$ cat config.mk
export PLATFORM = sky130hd
export DESIGN_NAME = arbiter_sync_rr_flat
export DESIGN_NICKNAME = d
export VERILOG_FILES = /design/src/rtl/arbiter_sync_rr_pkg.sv /design/src/rtl/arbiter_sync_rr_if.sv /design/src/rtl/arbiter_sync_rr_pick.sv /design/src/rtl/arbiter_sync_rr.sv /design/src/flat_wrapper.sv
export SDC_FILE = /design/constraint.sdc
export NUM_CORES = 1
export LEC_CHECK = 0
export CELL_PAD_IN_SITES_DETAIL_PLACEMENT = 0
export CELL_PAD_IN_SITES_GLOBAL_PLACEMENT = 1
export CORE_ASPECT_RATIO = 1.2
export CORE_UTILIZATION = 31
export CTS_CLUSTER_DIAMETER = 100
export CTS_CLUSTER_SIZE = 24
export DETAILED_ROUTE_END_ITERATION = 16
export PLACE_DENSITY_LB_ADDON = 0.25
export SLEW_MARGIN = 25
export SYNTH_ARGS = -nofsm -noshare
export SYNTH_HDL_FRONTEND = slang
export SYNTH_SLANG_ARGS = --single-unit
export TNS_END_PERCENT = 100
$ cat constraint.sdc
create_clock -name clkSYS -period 5.1 [get_ports clkSYS]
set_input_delay 0.765 -clock clkSYS [delete_from_list [all_inputs] [get_ports clkSYS]]
set_output_delay 0.765 -clock clkSYS [all_outputs]
set_load 0.01 [all_outputs]
$ cat src/rtl/arbiter_sync_rr_pkg.sv
// arbiter_sync_rr_pkg: shared arbitration mode/state types and the modulo increment helper.
package arbiter_sync_rr_pkg;

    typedef enum logic {ARB_PRI, ARB_RR} arb_mode_t;
    typedef enum logic {IDLE, BUSY} arb_state_t;

    // Explicit wrap so non-power-of-two client counts never alias onto a missing index.
    function automatic int rr_next(int idx, int n);
        return (idx + 1 >= n) ? 0 : idx + 1;
    endfunction

endpackage

$ cat src/rtl/arbiter_sync_rr_if.sv
// arbiter_sync_rr_if: client and memory request/return bundle seen by the arbiter.
interface arbiter_sync_rr_if #(
    parameter int AN  = 24,
    parameter int DN  = 16,
    parameter int NCH = 4,
    parameter int IDN = $clog2(NCH)
);

    logic [NCH-1:0]         cli_req;
    logic [NCH-1:0][AN-1:0] cli_addr;
    logic [NCH-1:0][DN-1:0] cli_data;
    logic [NCH-1:0]         cli_wr;
    logic [NCH-1:0]         cli_ack;
    logic [NCH-1:0]         cli_valid;
    logic [DN-1:0]          cli_rdata;
    logic                   mem_req;
    logic [AN-1:0]          mem_addr;
    logic [DN-1:0]          mem_data;
    logic                   mem_wr;
    logic [IDN-1:0]         mem_id;
    logic                   mem_ack;
    logic                   mem_valid;
    logic [IDN-1:0]         mem_vid;
    logic [DN-1:0]          mem_rdata;

    modport slave (
        input  cli_req, cli_addr, cli_data, cli_wr, mem_ack, mem_valid, mem_vid, mem_rdata,
        output cli_ack, cli_valid, cli_rdata, mem_req, mem_addr, mem_data, mem_wr, mem_id
    );

    modport master (
        output cli_req, cli_addr, cli_data, cli_wr, mem_ack, mem_valid, mem_vid, mem_rdata,
        input  cli_ack, cli_valid, cli_rdata, mem_req, mem_addr, mem_data, mem_wr, mem_id
    );

endinterface

$ cat src/rtl/arbiter_sync_rr_pick.sv
// arbiter_sync_rr_pick: combinational winner selection, fixed priority or round robin from ptr.
module arbiter_sync_rr_pick
    import arbiter_sync_rr_pkg::*;
#(
    parameter int        NCH  = 4,
    parameter arb_mode_t MODE = ARB_RR,
    parameter int        IDN  = $clog2(NCH)
) (
    input  logic [NCH-1:0] eligible,
    input  logic [IDN-1:0] ptr,
    output logic           found,
    output logic [IDN-1:0] g
);

    function automatic int slot(logic [IDN-1:0] base, int k);
        return (MODE == ARB_RR) ? ((int'(base) + k >= NCH) ? int'(base) + k - NCH : int'(base) + k) : k;
    endfunction

    always_comb begin
        found = 1'b0;
        g = '0;
        for (int k = 0; k < NCH; k++) begin
            if (!found && eligible[slot(ptr, k)]) begin
                found = 1'b1;
                g = IDN'(slot(ptr, k));
            end
        end
    end

endmodule

$ cat src/rtl/arbiter_sync_rr.sv
// arbiter_sync_rr: multiplexes NCH clients onto one memory port and routes read data back by ID.
module arbiter_sync_rr
    import arbiter_sync_rr_pkg::*;
#(
    parameter int        AN   = 24,
    parameter int        DN   = 16,
    parameter int        NCH  = 4,
    parameter int        IDN  = $clog2(NCH),
    parameter arb_mode_t MODE = ARB_RR
) (
    input logic              clkSYS,
    input logic              n_reset,
    arbiter_sync_rr_if.slave bus
);

    arb_state_t     state, state_nx;
    logic [IDN-1:0] ptr, g;
    logic [NCH-1:0] eligible;
    logic           found, grant, done;

    // A client whose ack is visible this cycle has not yet dropped its old request.
    assign eligible = bus.cli_req & ~bus.cli_ack;

    arbiter_sync_rr_pick #(.NCH(NCH), .MODE(MODE), .IDN(IDN)) u_pick (
        .eligible(eligible),
        .ptr(ptr),
        .found(found),
        .g(g)
    );

    always_ff @(posedge clkSYS or negedge n_reset) begin
        if (!n_reset) state <= IDLE;
        else state <= state_nx;
    end

    always_comb begin
        state_nx = state;
        grant = 1'b0;
        done = 1'b0;
        if (state == IDLE) begin
            grant = found;
            state_nx = found ? BUSY : IDLE;
        end else begin
            done = bus.mem_ack;
            state_nx = bus.mem_ack ? IDLE : BUSY;
        end
    end

    always_ff @(posedge clkSYS or negedge n_reset) begin
        if (!n_reset) begin
            bus.mem_req <= 1'b0;
            bus.mem_addr <= '0;
            bus.mem_data <= '0;
            bus.mem_wr <= 1'b0;
            bus.mem_id <= '0;
            bus.cli_ack <= '0;
            ptr <= '0;
        end else begin
            bus.cli_ack <= done ? NCH'(1) << bus.mem_id : '0;
            if (grant) begin
                bus.mem_req <= 1'b1;
                bus.mem_addr <= bus.cli_addr[g];
                bus.mem_data <= bus.cli_data[g];
                bus.mem_wr <= bus.cli_wr[g];
                bus.mem_id <= g;
                ptr <= IDN'(rr_next(int'(g), NCH));
            end else if (done) begin
                bus.mem_req <= 1'b0;
            end
        end
    end

    // Read return runs independently of the request FSM; out-of-range IDs are dropped.
    always_ff @(posedge clkSYS or negedge n_reset) begin
        if (!n_reset) begin
            bus.cli_valid <= '0;
            bus.cli_rdata <= '0;
        end else begin
            bus.cli_valid <= (bus.mem_valid && int'(bus.mem_vid) < NCH) ? NCH'(1) << bus.mem_vid : '0;
            if (bus.mem_valid) bus.cli_rdata <= bus.mem_rdata;
        end
    end

endmodule

$ cat src/flat_wrapper.sv
// flat-port wrapper written by rule: the top's interface ports become plain ports
module arbiter_sync_rr_flat import arbiter_sync_rr_pkg::*;
#(
    parameter int        AN   = 24,
    parameter int        DN   = 16,
    parameter int        NCH  = 4,
    parameter int        IDN  = $clog2(NCH),
    parameter arb_mode_t MODE = ARB_RR
)
  (clkSYS, n_reset, bus_cli_req, bus_cli_addr, bus_cli_data, bus_cli_wr, bus_mem_ack, bus_mem_valid, bus_mem_vid, bus_mem_rdata, bus_cli_ack, bus_cli_valid, bus_cli_rdata, bus_mem_req, bus_mem_addr, bus_mem_data, bus_mem_wr, bus_mem_id);
  arbiter_sync_rr_if #(.AN(AN), .DN(DN), .NCH(NCH), .IDN(IDN)) bus_i ();
  input logic clkSYS;
  input logic n_reset;
  input wire logic [$bits(bus_i.cli_req)-1:0] bus_cli_req;
  input wire logic [$bits(bus_i.cli_addr)-1:0] bus_cli_addr;
  input wire logic [$bits(bus_i.cli_data)-1:0] bus_cli_data;
  input wire logic [$bits(bus_i.cli_wr)-1:0] bus_cli_wr;
  input wire logic [$bits(bus_i.mem_ack)-1:0] bus_mem_ack;
  input wire logic [$bits(bus_i.mem_valid)-1:0] bus_mem_valid;
  input wire logic [$bits(bus_i.mem_vid)-1:0] bus_mem_vid;
  input wire logic [$bits(bus_i.mem_rdata)-1:0] bus_mem_rdata;
  output wire logic [$bits(bus_i.cli_ack)-1:0] bus_cli_ack;
  output wire logic [$bits(bus_i.cli_valid)-1:0] bus_cli_valid;
  output wire logic [$bits(bus_i.cli_rdata)-1:0] bus_cli_rdata;
  output wire logic [$bits(bus_i.mem_req)-1:0] bus_mem_req;
  output wire logic [$bits(bus_i.mem_addr)-1:0] bus_mem_addr;
  output wire logic [$bits(bus_i.mem_data)-1:0] bus_mem_data;
  output wire logic [$bits(bus_i.mem_wr)-1:0] bus_mem_wr;
  output wire logic [$bits(bus_i.mem_id)-1:0] bus_mem_id;
  assign bus_i.cli_req = bus_cli_req;
  assign bus_i.cli_addr = bus_cli_addr;
  assign bus_i.cli_data = bus_cli_data;
  assign bus_i.cli_wr = bus_cli_wr;
  assign bus_i.mem_ack = bus_mem_ack;
  assign bus_i.mem_valid = bus_mem_valid;
  assign bus_i.mem_vid = bus_mem_vid;
  assign bus_i.mem_rdata = bus_mem_rdata;
  assign bus_cli_ack = bus_i.cli_ack;
  assign bus_cli_valid = bus_i.cli_valid;
  assign bus_cli_rdata = bus_i.cli_rdata;
  assign bus_mem_req = bus_i.mem_req;
  assign bus_mem_addr = bus_i.mem_addr;
  assign bus_mem_data = bus_i.mem_data;
  assign bus_mem_wr = bus_i.mem_wr;
  assign bus_mem_id = bus_i.mem_id;
  arbiter_sync_rr #(.AN(AN), .DN(DN), .NCH(NCH), .IDN(IDN), .MODE(MODE)) u_core (.clkSYS(clkSYS), .n_reset(n_reset), .bus(bus_i));
endmodule
==> metrics <==
outcome completed; Synth area leaders dfrtp_1, a2111oi_2, mux2i_1; sum of buffers and inverters on the critical path 3; Synth top cells by count nor2_1, dfrtp_1, nor3_1, o21ai_0; Synth area leader dfrtp_1; Leak Pwr 3.05 nW; Mapped Nets 708; syn_area_per_cell 9.40 um^2; slowest CP cell clkdlybuf4s50_1; top cell type's share of synthesized area a little over a third; Final ANT Viol Nets 0; synthesis-stage register bit count 71; initial antenna violation count 1; CTS sink cnt 71; Fmax achieved 305 MHz; Die Y around 140 um; Post-Syn Area 4870 um^2; Cells after Synth around 520; Nets between 900 and 1000; crit end category flop; PD cells 428 nW/um^2; setup violators final 0; critical path class in -> reg; ys flop type dfrtp_1; Rows 49; quantity of I/O buffers inserted on ports 257; GP Congestion 0.839; Pre-antenna DRT Iters 4; # H-tree levels 3; Rel. slew slack about a third; Total Routed Length about 18000 um; I/O pin count 258; unique cell type count in the Yosys netlist 37; Final TNS setup 0 ns; vias in the first global route 5325; Post-synth EDFFs 0; Hold Fails Final Rpt 0; Total Die Area 16200 um^2; Die Wd 116 um; DRT iter0 DRCs approximately 290; global-route usage over all layers around 22%; ratio of cells with drive above 1 in the final layout 12.7%; most frequent CP cell buf_4; remaining global-route overflow 0; Worst Clk Skew about 0.0055 ns; Worst-Margin Slew 0.982 ns; Fillers 1409; Setup Fix Bufs, Post-CTS 0; crit path time final 3.28 ns; hold crit path type in -> async; CP delay by family, top buffers and inverters; register area share after synthesis 36.5%; RSZ-0062 raised after global routing no; ys async rst share 100%; first-pass GRT wire length between 20000 and 30000 um; floorplan core area 15100 um^2; Root Buffer clkbuf_16; Longest Clk Path Bufs 2; largest net degree at the start of global routing 72; warnings from Yosys 0; Via density 5.27; crit path DAT about 3.5 ns; post-layout util 52.1%; Power Total 3.37 mW; Worst setup SP type primary input; CTS tree done; worst stage delay on the critical path about 0.5 ns; area delta synth->final 61.9%; vias post-DR 5029; period utilization approximately 64%; maxcap violations 0; Clock Latency Late Sink 0.34 ns; Initial Utilization 32.2%; fin. max-slew vios 0; crit-path cells clkdlybuf4s50_1 -> nor2b_4 -> buf_4 -> a21oi_1 -> a311oi_4 -> buf_4 -> mux2i_1 -> o22ai_1; Hold-fix buffers, CTS 0; Post-route DRC 0; Register Area 1780 um^2; hpwl dp ~13000 um; count leader, synth nor2_1; CTS clk-pin slew, worst paths approximately 0.070 ns; area of the multi-input gates 2890 um^2; peak supply drop roughly 0.26 mV; cts bufs inserted 9; wire per inst roughly 19 um; WP data required roughly 5.3 ns; CP Max Fanout 24; CTS resizes 0
## sequential cells by signal, summed over array words and instances (netlist names)
name	cells
u_core.bus.mem_addr	24
u_core.bus.cli_ack	4
u_core.bus.cli_valid	4
u_core.bus.mem_wr	1
u_core.state	1
u_core.bus.mem_id	2
u_core.bus.cli_rdata	16
u_core.bus.mem_req	1
u_core.ptr	2
u_core.bus.mem_data	16
## worst register-to-register path, delay by kind of cell, from the launching register on
kind / cells / cell delay [ns]
buffers and inverters: 2 / 0.79
multiplexers: 1 / 0.36
AO/OA/AOI/OAI: 3 / 0.59
flip-flops: 1 / 0.42
AND/OR/NAND/NOR: 1 / 0.47
## routing by layer
metal,part of all wire [%],vias to the layer above,global-route usage [%]
li1,-,2406,-
met4,3.7,0,11.3
met1,38,2409,23.7
met2,52,180,40.4
met5,0,-,0
met3,6.4,34,5.01
## cells by family (layout without fill, tap and decap cells)
group | after synthesis | after routing | synth area share (%)
compound gates | 141 | 141 | 26.4
buf+inv | 54 | 285 | 5.47
flops | 71 | 71 | 36.5
mux | 59 | 59 | 12.6
other cells | 0 | 1 | 0
simple gates | 193 | 193 | 19.1
## stage by stage
| stage | std cells | cell area (um^2) | setup WS, ns | hold slack [ns] |
|---|---|---|---|---|
| 6_report | 954 | 7890 | 1.82 | 0.421 |
| 4_1_cts | 953 | 7880 | 1.77 | 0.500 |
| 3_3_place_gp | 936 | 7560 | 1.22 | 0.485 |
| 3_5_place_dp | 937 | 7590 | 1.44 | 0.483 |
| 5_1_grt | 954 | 7890 | 1.59 | 0.500 |
| 2_1_floorplan | 518 | 4870 | 3.00 | 0.469 |
## layout by cell type, fill, tap and decap left out, types with 2 or more instances in the layout
cell | Yosys | layout
and3_1 | 42 | 42
mux2_2 | 17 | 17
o22ai_1 | 41 | 41
nand3b_1 | 2 | 2
clkdlybuf4s50_1 | 0 | 256
dfrtp_1 | 71 | 70
nand2_1 | 4 | 4
clkinv_4 | 0 | 2
inv_1 | 2 | 2
o21a_1 | 2 | 2
buf_4 | 6 | 9
o21ai_0 | 43 | 43
a2111oi_2 | 34 | 34
mux2i_1 | 42 | 42
nand3_1 | 2 | 2
clkbuf_16 | 0 | 9
a2111oi_4 | 6 | 6
clkinvlp_4 | 0 | 2
inv_6 | 0 | 2
nand2b_1 | 4 | 3
nor3_1 | 43 | 43
nor2_1 | 90 | 89
a21oi_1 | 5 | 5
## report_power, final
part / internal, mW / total, mW / switching [mW]
Combinational: 0.923 / 1.83 / 0.903
Sequential: 0.767 / 0.945 / 0.178
Clock: 0.333 / 0.602 / 0.269
Total: 2.02 / 3.37 / 1.35
## layout make-up
type / instances / share of cell area (%)
Inverter: 2 / 0.0952
Tap cell: 204 / 3.24
Timing Repair Buffer: 267 / 33.8
Antenna cell: 1 / 0.0317
Clock inverter: 7 / 0.698
Sequential cell: 71 / 22.5
Multi-Input combinational cell: 393 / 36.7
Clock buffer: 9 / 2.86
## final timing paths
check	startpoint	to	slack, ns	depth (start not counted)
min in group clkSYS	u_core.bus.mem_req	u_core.bus.mem_req	0.50	1
worst max register to register	u_core.bus.cli_ack[1]	u_core.bus.mem_data[14]	2.34	7
max in group asynchronous	n_reset	u_core.state	4.14	1
worst max-delay path	bus_cli_req[1]	u_core.bus.mem_data[14]	1.82	8
worst min-delay path	n_reset	u_core.bus.cli_rdata[7]	0.42	1
worst min register to register	u_core.bus.mem_req	u_core.bus.mem_req	0.50	1
Power figures use the tool's default switching activity.
